`src/rtl/sparse_mac_pkg.sv`:
```
// Shared types and constants for the sparse MAC scheduler.
// Also holds the PE arithmetic helper used to model the processing element.
package sparse_mac_pkg;

  localparam int unsigned OPW  = 8;
  localparam int unsigned ACCW = 9;

  typedef enum logic [2:0] {
    IDLE,
    SCAN,
    ISSUE,
    WAIT,
    DONE
  } state_t;

  // Product wraps at 256, sum wraps at 512.
  function automatic logic [ACCW-1:0] pe_model(
    input logic [OPW-1:0]  a,
    input logic [OPW-1:0]  b,
    input logic [ACCW-1:0] c
  );
    logic [2*OPW-1:0] p;
    p = a * b;
    return {1'b0, p[OPW-1:0]} + c;
  endfunction

endpackage

```
`src/rtl/sparse_operand_buf.sv`:
```
// Two DEPTH x 8 operand register arrays with one write port
// and a combinational read at the scan index.
module sparse_operand_buf
  import sparse_mac_pkg::*;
#(
  parameter int unsigned DEPTH = 8,
  parameter int unsigned AW    = 3
) (
  input  logic           clk,
  input  logic           we,
  input  logic           sel,
  input  logic [AW-1:0]  waddr,
  input  logic [OPW-1:0] wdata,
  input  logic [AW-1:0]  raddr,
  output logic [OPW-1:0] m1,
  output logic [OPW-1:0] m2,
  output logic           m2_zero
);

  logic [OPW-1:0] m1_mem [DEPTH];
  logic [OPW-1:0] m2_mem [DEPTH];

  always_ff @(posedge clk) begin
    if (we) begin
      if (sel) m2_mem[waddr] <= wdata;
      else     m1_mem[waddr] <= wdata;
    end
  end

  assign m1      = m1_mem[raddr];
  assign m2      = m2_mem[raddr];
  assign m2_zero = (m2 == '0);

endmodule

```
`src/rtl/sparse_mac_scheduler.sv`:
```
// Walks an N-element dot product through one MAC PE,
// skipping zero m2 operands and chaining co1 back into c1.
module sparse_mac_scheduler
  import sparse_mac_pkg::*;
#(
  parameter int unsigned DEPTH     = 8,
  parameter int unsigned AW        = 3,
  parameter int unsigned SKIP_ZERO = 1
) (
  input  logic            clk,
  input  logic            rst_n,
  input  logic            wr_en,
  input  logic            wr_sel,
  input  logic [AW-1:0]   wr_addr,
  input  logic [OPW-1:0]  wr_data,
  input  logic            start,
  input  logic [AW:0]     len,
  output logic            busy,
  output logic            done,
  output logic [ACCW-1:0] result,
  output logic [AW:0]     mac_cnt,
  output logic [AW:0]     skip_cnt,
  output logic [OPW-1:0]  pe_m1x,
  output logic [OPW-1:0]  pe_m2x,
  output logic [ACCW-1:0] pe_c1,
  output logic            pe_f,
  input  logic [ACCW-1:0] pe_co1
);

  localparam logic [AW:0] ONE   = (AW+1)'(1);
  localparam logic [AW:0] DEPTH_L = (AW+1)'(DEPTH);

  state_t          state_q, state_d;
  logic [AW:0]     idx_q;
  logic [AW:0]     len_q;
  logic [ACCW-1:0] acc_q;
  logic [OPW-1:0]  m1, m2;
  logic            m2_zero;
  logic            we;
  logic            at_end;
  logic            skip;

  assign we     = wr_en && (state_q == IDLE);
  assign at_end = (idx_q == len_q);
  assign skip   = (SKIP_ZERO != 0) && m2_zero;

  sparse_operand_buf #(
    .DEPTH (DEPTH),
    .AW    (AW)
  ) u_buf (
    .clk     (clk),
    .we      (we),
    .sel     (wr_sel),
    .waddr   (wr_addr),
    .wdata   (wr_data),
    .raddr   (idx_q[AW-1:0]),
    .m1      (m1),
    .m2      (m2),
    .m2_zero (m2_zero)
  );

  always_ff @(posedge clk or negedge rst_n) begin
    if (!rst_n) state_q <= IDLE;
    else        state_q <= state_d;
  end

  always_comb begin
    state_d = state_q;
    unique case (state_q)
      IDLE:    if (start) state_d = SCAN;
      SCAN: begin
        if (at_end)    state_d = DONE;
        else if (skip) state_d = SCAN;
        else           state_d = ISSUE;
      end
      ISSUE:   state_d = WAIT;
      WAIT:    state_d = SCAN;
      DONE:    state_d = IDLE;
      default: state_d = IDLE;
    endcase
  end

  always_ff @(posedge clk or negedge rst_n) begin
    if (!rst_n) begin
      idx_q    <= '0;
      len_q    <= '0;
      acc_q    <= '0;
      busy     <= 1'b0;
      done     <= 1'b0;
      result   <= '0;
      mac_cnt  <= '0;
      skip_cnt <= '0;
      pe_m1x   <= '0;
      pe_m2x   <= '0;
      pe_c1    <= '0;
      pe_f     <= 1'b0;
    end else begin
      // PE operands only carry data during ISSUE.
      pe_f   <= 1'b0;
      pe_m1x <= '0;
      pe_m2x <= '0;
      pe_c1  <= '0;
      done   <= 1'b0;
      unique case (state_q)
        IDLE: begin
          if (start) begin
            len_q    <= (len > DEPTH_L) ? DEPTH_L : len;
            idx_q    <= '0;
            acc_q    <= '0;
            mac_cnt  <= '0;
            skip_cnt <= '0;
            busy     <= 1'b1;
          end
        end
        SCAN: begin
          if (!at_end) begin
            if (skip) begin
              skip_cnt <= skip_cnt + ONE;
              idx_q    <= idx_q + ONE;
            end else begin
              pe_f   <= 1'b1;
              pe_m1x <= m1;
              pe_m2x <= m2;
              pe_c1  <= acc_q;
            end
          end
        end
        ISSUE: mac_cnt <= mac_cnt + ONE;
        WAIT: begin
          acc_q <= pe_co1;
          idx_q <= idx_q + ONE;
        end
        DONE: begin
          result <= acc_q;
          done   <= 1'b1;
          busy   <= 1'b0;
        end
        default: ;
      endcase
    end
  end

endmodule
```
`config.mk`:
```
export PLATFORM = sky130hd
export DESIGN_NAME = sparse_mac_scheduler
export DESIGN_NICKNAME = d
export VERILOG_FILES = /design/src/rtl/sparse_mac_pkg.sv /design/src/rtl/sparse_operand_buf.sv /design/src/rtl/sparse_mac_scheduler.sv
export SDC_FILE = /design/constraint.sdc
export NUM_CORES = 1
export LEC_CHECK = 0
export ABC_AREA = 1
export CORE_MARGIN = 10
export CORE_UTILIZATION = 30
export DETAILED_ROUTE_END_ITERATION = 12
export GPL_TIMING_DRIVEN = 0
export PLACE_DENSITY = 0.51
export SYNTH_ARGS = -nofsm -noshare
export SYNTH_HDL_FRONTEND = slang
export SYNTH_SLANG_ARGS = --single-unit
export TNS_END_PERCENT = 5
```
`constraint.sdc`:
```
create_clock -name clk -period 1.6 [get_ports clk]
set_input_delay 0.32 -clock clk [delete_from_list [all_inputs] [get_ports clk]]
set_output_delay 0.32 -clock clk [all_outputs]
set_load 0.005 [all_outputs]
```
[Word level (Yosys, flattened, before mapping)]
Memory sizes are Yosys's and may differ from the RTL's.
Cells that the tools add are included.
Storage, ports and cells
  bits in registers: 65
  bits in latches: 0
  memory bits (writable): 128
  ROM bits: 0
  bits of input ports: 29
  output and inout bits: 45
  logic and storage cells: 77
  memories kept: 2
Memories
  u_buf.m1_mem: words 8, bits a word 8, read ports 1, clocked after memory_dff 0, wr ports 1, RTL line sparse_operand_buf.sv:20  | logic [OPW-1:0] m1_mem [DEPTH];
  u_buf.m2_mem: words 8, bits a word 8, read ports 1, clocked after memory_dff 0, wr ports 1, RTL line sparse_operand_buf.sv:21  | logic [OPW-1:0] m2_mem [DEPTH];
Cells by class
  add/subtract/negate cells: 3
  multiply operators: 0
  div/mod/pow operators: 0
  $lt $le $gt $ge: 1
  eq/ne operators: 8
  shifts and indexed selects: 0
  multiplexer cells: 36
  bitwise logic cells: 0
  reduce and logical (&&, ||, !) cells: 14
Operators by type and width (count)
  $mux W8: 6
  $mux W9: 4
  $mux W4: 6
  $pmux W9 S2: 1
  $pmux W4 S2: 2
  $add A4 B1 Y4 const B: 3
  $pmux W3 S4: 1
  $pmux W4 S3: 1
  $mux W1: 11
  $logic_not A8 Y1: 1
  $reduce_and A2 Y1: 4
  $reduce_and A4 Y1: 2
  $reduce_bool A2 Y1: 4
  $eq A3 B2 Y1 const B: 2
  $mux W3: 2
  $ne A2 B2 Y1 const B: 3
  $eq A4 B4 Y1: 1
  $gt A4 B4 Y1 const B: 1
  $eq A3 B1 Y1 const B: 1
  $eq A3 B3 Y1 const B: 1
  $logic_not A3 Y1: 1
  $reduce_bool A3 Y1: 1
  $mux W2: 1
  $pmux W1 S2: 1
  $logic_and A1 B1 Y1: 1

[Logic depth before layout (Yosys ltp)]
An unclocked memory read counts as a cell.
  depth after elaboration: 5
  gate-level depth with buffers: 15
  depth with buffers taken out: 13

[Cells and area by module]
Synthesis repeated with hierarchy kept, for this count alone.
Second synthesis, totals
  cell total of the unflattened synthesis: 764
  area, all modules: 8031.5 um^2
Modules (own cells, without submodules)
  sparse_operand_buf: times used 1, cells an instance 483, area an instance 5392.7 um^2, sequential area each 3843.7 um^2
  sparse_mac_scheduler: times used 1, cells an instance 281, area an instance 2638.8 um^2, sequential area each 1626.6 um^2

[Worst setup path after synthesis]
Ideal clock, no wire load.
  path type: register to register
  start: reg state_q[1]
  end: mem u_buf.m1_mem[0][0], enable pin
  setup time: 0.370 ns
  arrival: 1.329 ns
  slack: -0.099 ns
  stages on the path, launching flop included: 6
  buffers on the path: 0
  cell sequence: dfrtp_1 > nor2_1 > nand2_1 > inv_1 > nand3b_1 > nor2_1
On the way
  cells in the longest elaborated chain, start to end: 4
Ends and longest elaborated chain
  start: declaration: RTL line sparse_mac_scheduler.sv:33  | state_t state_q, state_d;
  start signal: assignment: RTL line sparse_mac_scheduler.sv:64  | else state_q <= state_d;
  $logic_not A3 Y1: RTL line sparse_mac_scheduler.sv:43  | assign we = wr_en && (state_q == IDLE);
  $logic_and A1 B1 Y1: RTL line sparse_mac_scheduler.sv:43
  $mux W1: RTL line sparse_operand_buf.sv:24  | if (we) begin
  $mux W1 (implied by the code): RTL line sparse_operand_buf.sv:26  | else m1_mem[waddr] <= wdata;
  end: declaration: RTL line sparse_operand_buf.sv:20
Every way passes these cells.

[Worst setup path after layout]
  start: reg idx_q[0]
  end: reg state_q[0]
On the way
  cells in the longest elaborated chain, start to end: 5
  elaborated cells between the ends (all ways): 6
Ends and longest elaborated chain
  start: declaration: RTL line sparse_mac_scheduler.sv:34  | logic [AW:0] idx_q;
  start signal: assignment: RTL line sparse_mac_scheduler.sv:119  | idx_q <= idx_q + ONE;
  start signal: assignment: RTL line sparse_mac_scheduler.sv:131  | idx_q <= idx_q + ONE;
  $mem_v2 Z8 W8
  $logic_not A8 Y1: RTL line sparse_operand_buf.sv:32  | assign m2_zero = (m2 == '0);
  $mux W2: RTL line sparse_mac_scheduler.sv:73  | else if (skip) state_d = SCAN;
  $mux W3 *: RTL line sparse_mac_scheduler.sv:72  | if (at_end) state_d = DONE;
  $pmux W3 S4 *: RTL line sparse_mac_scheduler.sv:69  | unique case (state_q)
Mark *: on every way between the ends. The rest lies on a longest branch, timed or not.
A chain may end at the register's enable or synchronous reset.

==> flow_summary.yaml <==
detailed_routing:
  vias: 5318
  detail_route.wl_per_cell_um: 16.5
  drtIter0Drc: 327
  viasPerCell: 4.42
  antenna_left: 0
  drtPass1Iterations: 4
  drt-total-wl_mm: 19.9
  drc: 0
synth:
  async_reset_ff_frac: 0.337
  synthTopCellsByCount: "179 x nand2_1, 128 x edfxtp_1, 91 x nor2_1"
  netlist_area_sq_um: 7890
  synth.most_common_cell: "nand2_1"
  synth-edff-count: 128
  synth_area_leaders: "edfxtp_1 49%, dfrtp_1 21%, nand2_1 8.5%"
  synth_top_area_cell: "edfxtp_1"
  ys.flop_type: "edfxtp_1"
  synth_nets: 749
  synth_area_per_cell_sq_um: 11.0
  synth_seq_cells: 193
  ys_types: 29
  ys_seq_area_frac: 0.693
  yosys.area.top_type_share: 0.487
  yosysWarnings: 0
  syn_inst: 717
grt:
  grt_use_met1: 0.158
  grt_pass1_wl_mm: 30.8
  antenna_found_initial: 0
  met2_usage: 0.190
  grt_pass1_vias: 5226
  grt-busiest-layer: "met2"
  grt_overflow_total: 0
  grt_use_met3: 0.0299
  grt_usage: 0.119
  grt_start_max_net_pins: 66
sta:
  fin_crit_sh: 1.19
  skew_ns: 0.0119
  final-hold-violation-count: 23
  grt_setup_unrepaired: "true"
  drv_slew: 0
  post-route-min-period_ns: 1.91
  max_freq_mhz: 523
  finalSetupTns_ns: -11.63
  slew_headroom: 0.453
  holdWs_ns: -0.00814
  tightest_slew_ns: 0.821
  finalSetupViolations: 124
  layout_setup_ws_ns: -0.311
clock_tree:
  cts-htree-levels: 4
  clk_latency_ns: 0.43
  cts-buffers-inserted: 17
  clock-sinks: 193
  postCtsHoldBufs: 0
  clk_pin_slew_ns: 0.07
  cts_max_path_buffers: 2
  clockRootBuffer: "clkbuf_16"
  cts_tree: "yes"
setup_path:
  rr_worst_depth: 15
  crit_arrival_ns: 2.27
  slowest_delay_ns: 0.38
  crit_fanout: 6
  cp-end-kind: "flop"
  setup.worst_path.class: "reg -> reg"
  r2r_slack_ns: -0.31
  critPathRequiredTime_ns: 1.96
  crit_buf_inv: 6
  cp-start-kind: "flop"
  cp_slowest_cell: "dfrtp_1"
  crit_cells: 15
  path_delay_family: "buffers and inverters"
  path_cells: "buf_6 > buf_12 > clkbuf_16 > nand2_2 > nand2_1 > nand2_1 > nand3_2 > nand2_2 > nand2_2 > nor2_4 > buf_4 > buf_4 > buf_4 > nand4_1 > a21oi_1"
placement:
  place_hpwl_mm: 13.1
  post-place-ws_ns: -0.703
  dp.cells: 1125
  gp_congestion: 0.780
  io_buffers: 73
finish:
  multi_input_area_sq_um: 2460
  fillers: 2478
  diodes: 0
  utilization: 0.413
  drive_above_1_share: 0.250
  nets: 886
  register_area_sq_um: 5470
  synthToLayoutAreaGrowth_pct: 36.0
  layout.cells.non_filler: 1202
power_and_ir_drop:
  seqPwrFrac: 0.345
  switching_share: 0.366
  leakagePower_nw: 4.71
  switching_power_mw: 6.57
  p_clk_frac: 0.230
  comb_power_share: 0.425
  power_mw: 18.0
  peakVddDrop_mv: 0.923
  p_per_area_nw_per_um2: 1670
  p_int_mw: 11.4
die:
  rows: 59
  die-width_um: 182
  core_sq_um: 26000
  die_h_um: 182
  ios: 74
  start_util: 0.304
  dieArea_sq_um: 33200
status:
  outcome: "finished, violations left"
  violations: "negative hold slack, negative setup slack"
hold_path:
  hold_path.class: "in -> async"
job:
  max-cap-violations: 0
==> path summary, 6_finish.rpt <==
kind | from | endpoint
worst min register to register | result[8]$_DFFE_PN0P_ | result[8]$_DFFE_PN0P_
worst max-delay path | idx_q[0]$_DFFE_PN0P_ | state_q[0]$_DFFE_PN0P_
min in group clk | pe_co1[3] | acc_q[3]$_DFFE_PN0P_
worst max register to register | idx_q[0]$_DFFE_PN0P_ | state_q[0]$_DFFE_PN0P_
max in group asynchronous | rst_n | idx_q[2]$_DFFE_PN0P_
worst min-delay path | rst_n | pe_c1[7]$_DFF_PN0_
==> stage by stage <==
stage | instance area, sq um | hold WS, ns
final | 10700 | -0.00814
after global routing | 10700 | 0.0575
after CTS | 10400 | 0.0201
after detailed placement | 9040 | 0.474
after global placement | 9040 | 0.467
after floorplan | 7890 | 0.0244
==> flip-flops by register name (all words and copies together), names as in the netlist, 8 cells and up <==
signal and count:
pe_m2x 8, acc_q 9, pe_c1 9, result 9
pe_m1x 8, u_buf.m2_mem 64, u_buf.m1_mem 64
==> timing repair <==
item | in CTS | in global routing
buffers inserted | 36 | 4
pin swaps | 28 | 25
gates resized for setup | 139 | 82
endpoints found under the setup margin | 209 | 192
gates cloned | 5 | 2
==> cell type report <==
class,count,area share
Sequential cell,193,0.510
Multi-Input combinational cell,423,0.229
Clock buffer,17,0.0396
Inverter,72,0.0266
Clock inverter,15,0.0149
Tap cell,335,0.0391
Buffer,28,0.0245
Timing Repair Buffer,119,0.117
==> logic make-up after synthesis <==
| group | count (synthesis) | synth area share |
|---|---|---|
| fa+ha+maj | 3 | 0.00476 |
| simple gates | 346 | 0.184 |
| buf+inv | 102 | 0.0599 |
| xor+xnor | 7 | 0.00777 |
| flops | 193 | 0.693 |
| compound gates | 66 | 0.0501 |
==> placed cells by master (no fill, tap or decap), drive strengths merged, types with 3 or more instances in the layout <==
master / count
a21oi: 20
a22o: 4
buf: 65
clkbuf: 26
clkdlybuf4s50: 27
clkinv: 8
dfrtp: 65
dlygate4sd2: 30
dlymetal6s2s: 15
edfxtp: 128
ha: 3
inv: 78
nand2: 183
nand3: 50
nand4: 9
nor2: 94
nor3: 10
o21ai: 26
o31ai: 8
o32ai: 8
xor2: 5
==> power by group through the flow <==
stage | sequential (mW) | clock, mW | combinational, mW
2_1_floorplan | 6.29 | 0 | 3.20
3_3_place_gp | 6.31 | 0 | 5.25
3_5_place_dp | 6.32 | 0 | 5.26
4_1_cts | 6.20 | 4.23 | 6.99
5_1_grt | 6.27 | 4.44 | 8.32
6_report | 6.19 | 4.13 | 7.64
==> worst register-to-register path, stage by stage, from the launching register on <==
cell	delay [ns]
dfrtp_1	0.38
buf_6	0.15
buf_12	0.14
clkbuf_16	0.15
nand2_2	0.05
nand2_1	0.05
nand2_1	0.07
nand3_2	0.07
nand2_2	0.09
nand2_2	0.07
nor2_4	0.11
buf_4	0.12
buf_4	0.09
buf_4	0.09
nand4_1	0.08
a21oi_1	0.13
==> layer usage <==
metal  share of wire  vias up  wire (um)
li1                -     2667          -
met1            0.47     2515       9420
met2            0.47      127       9310
met3           0.051        9       1010
met4          0.0077        0        153
met5               0        -          0
Power figures use the tool's default switching activity.
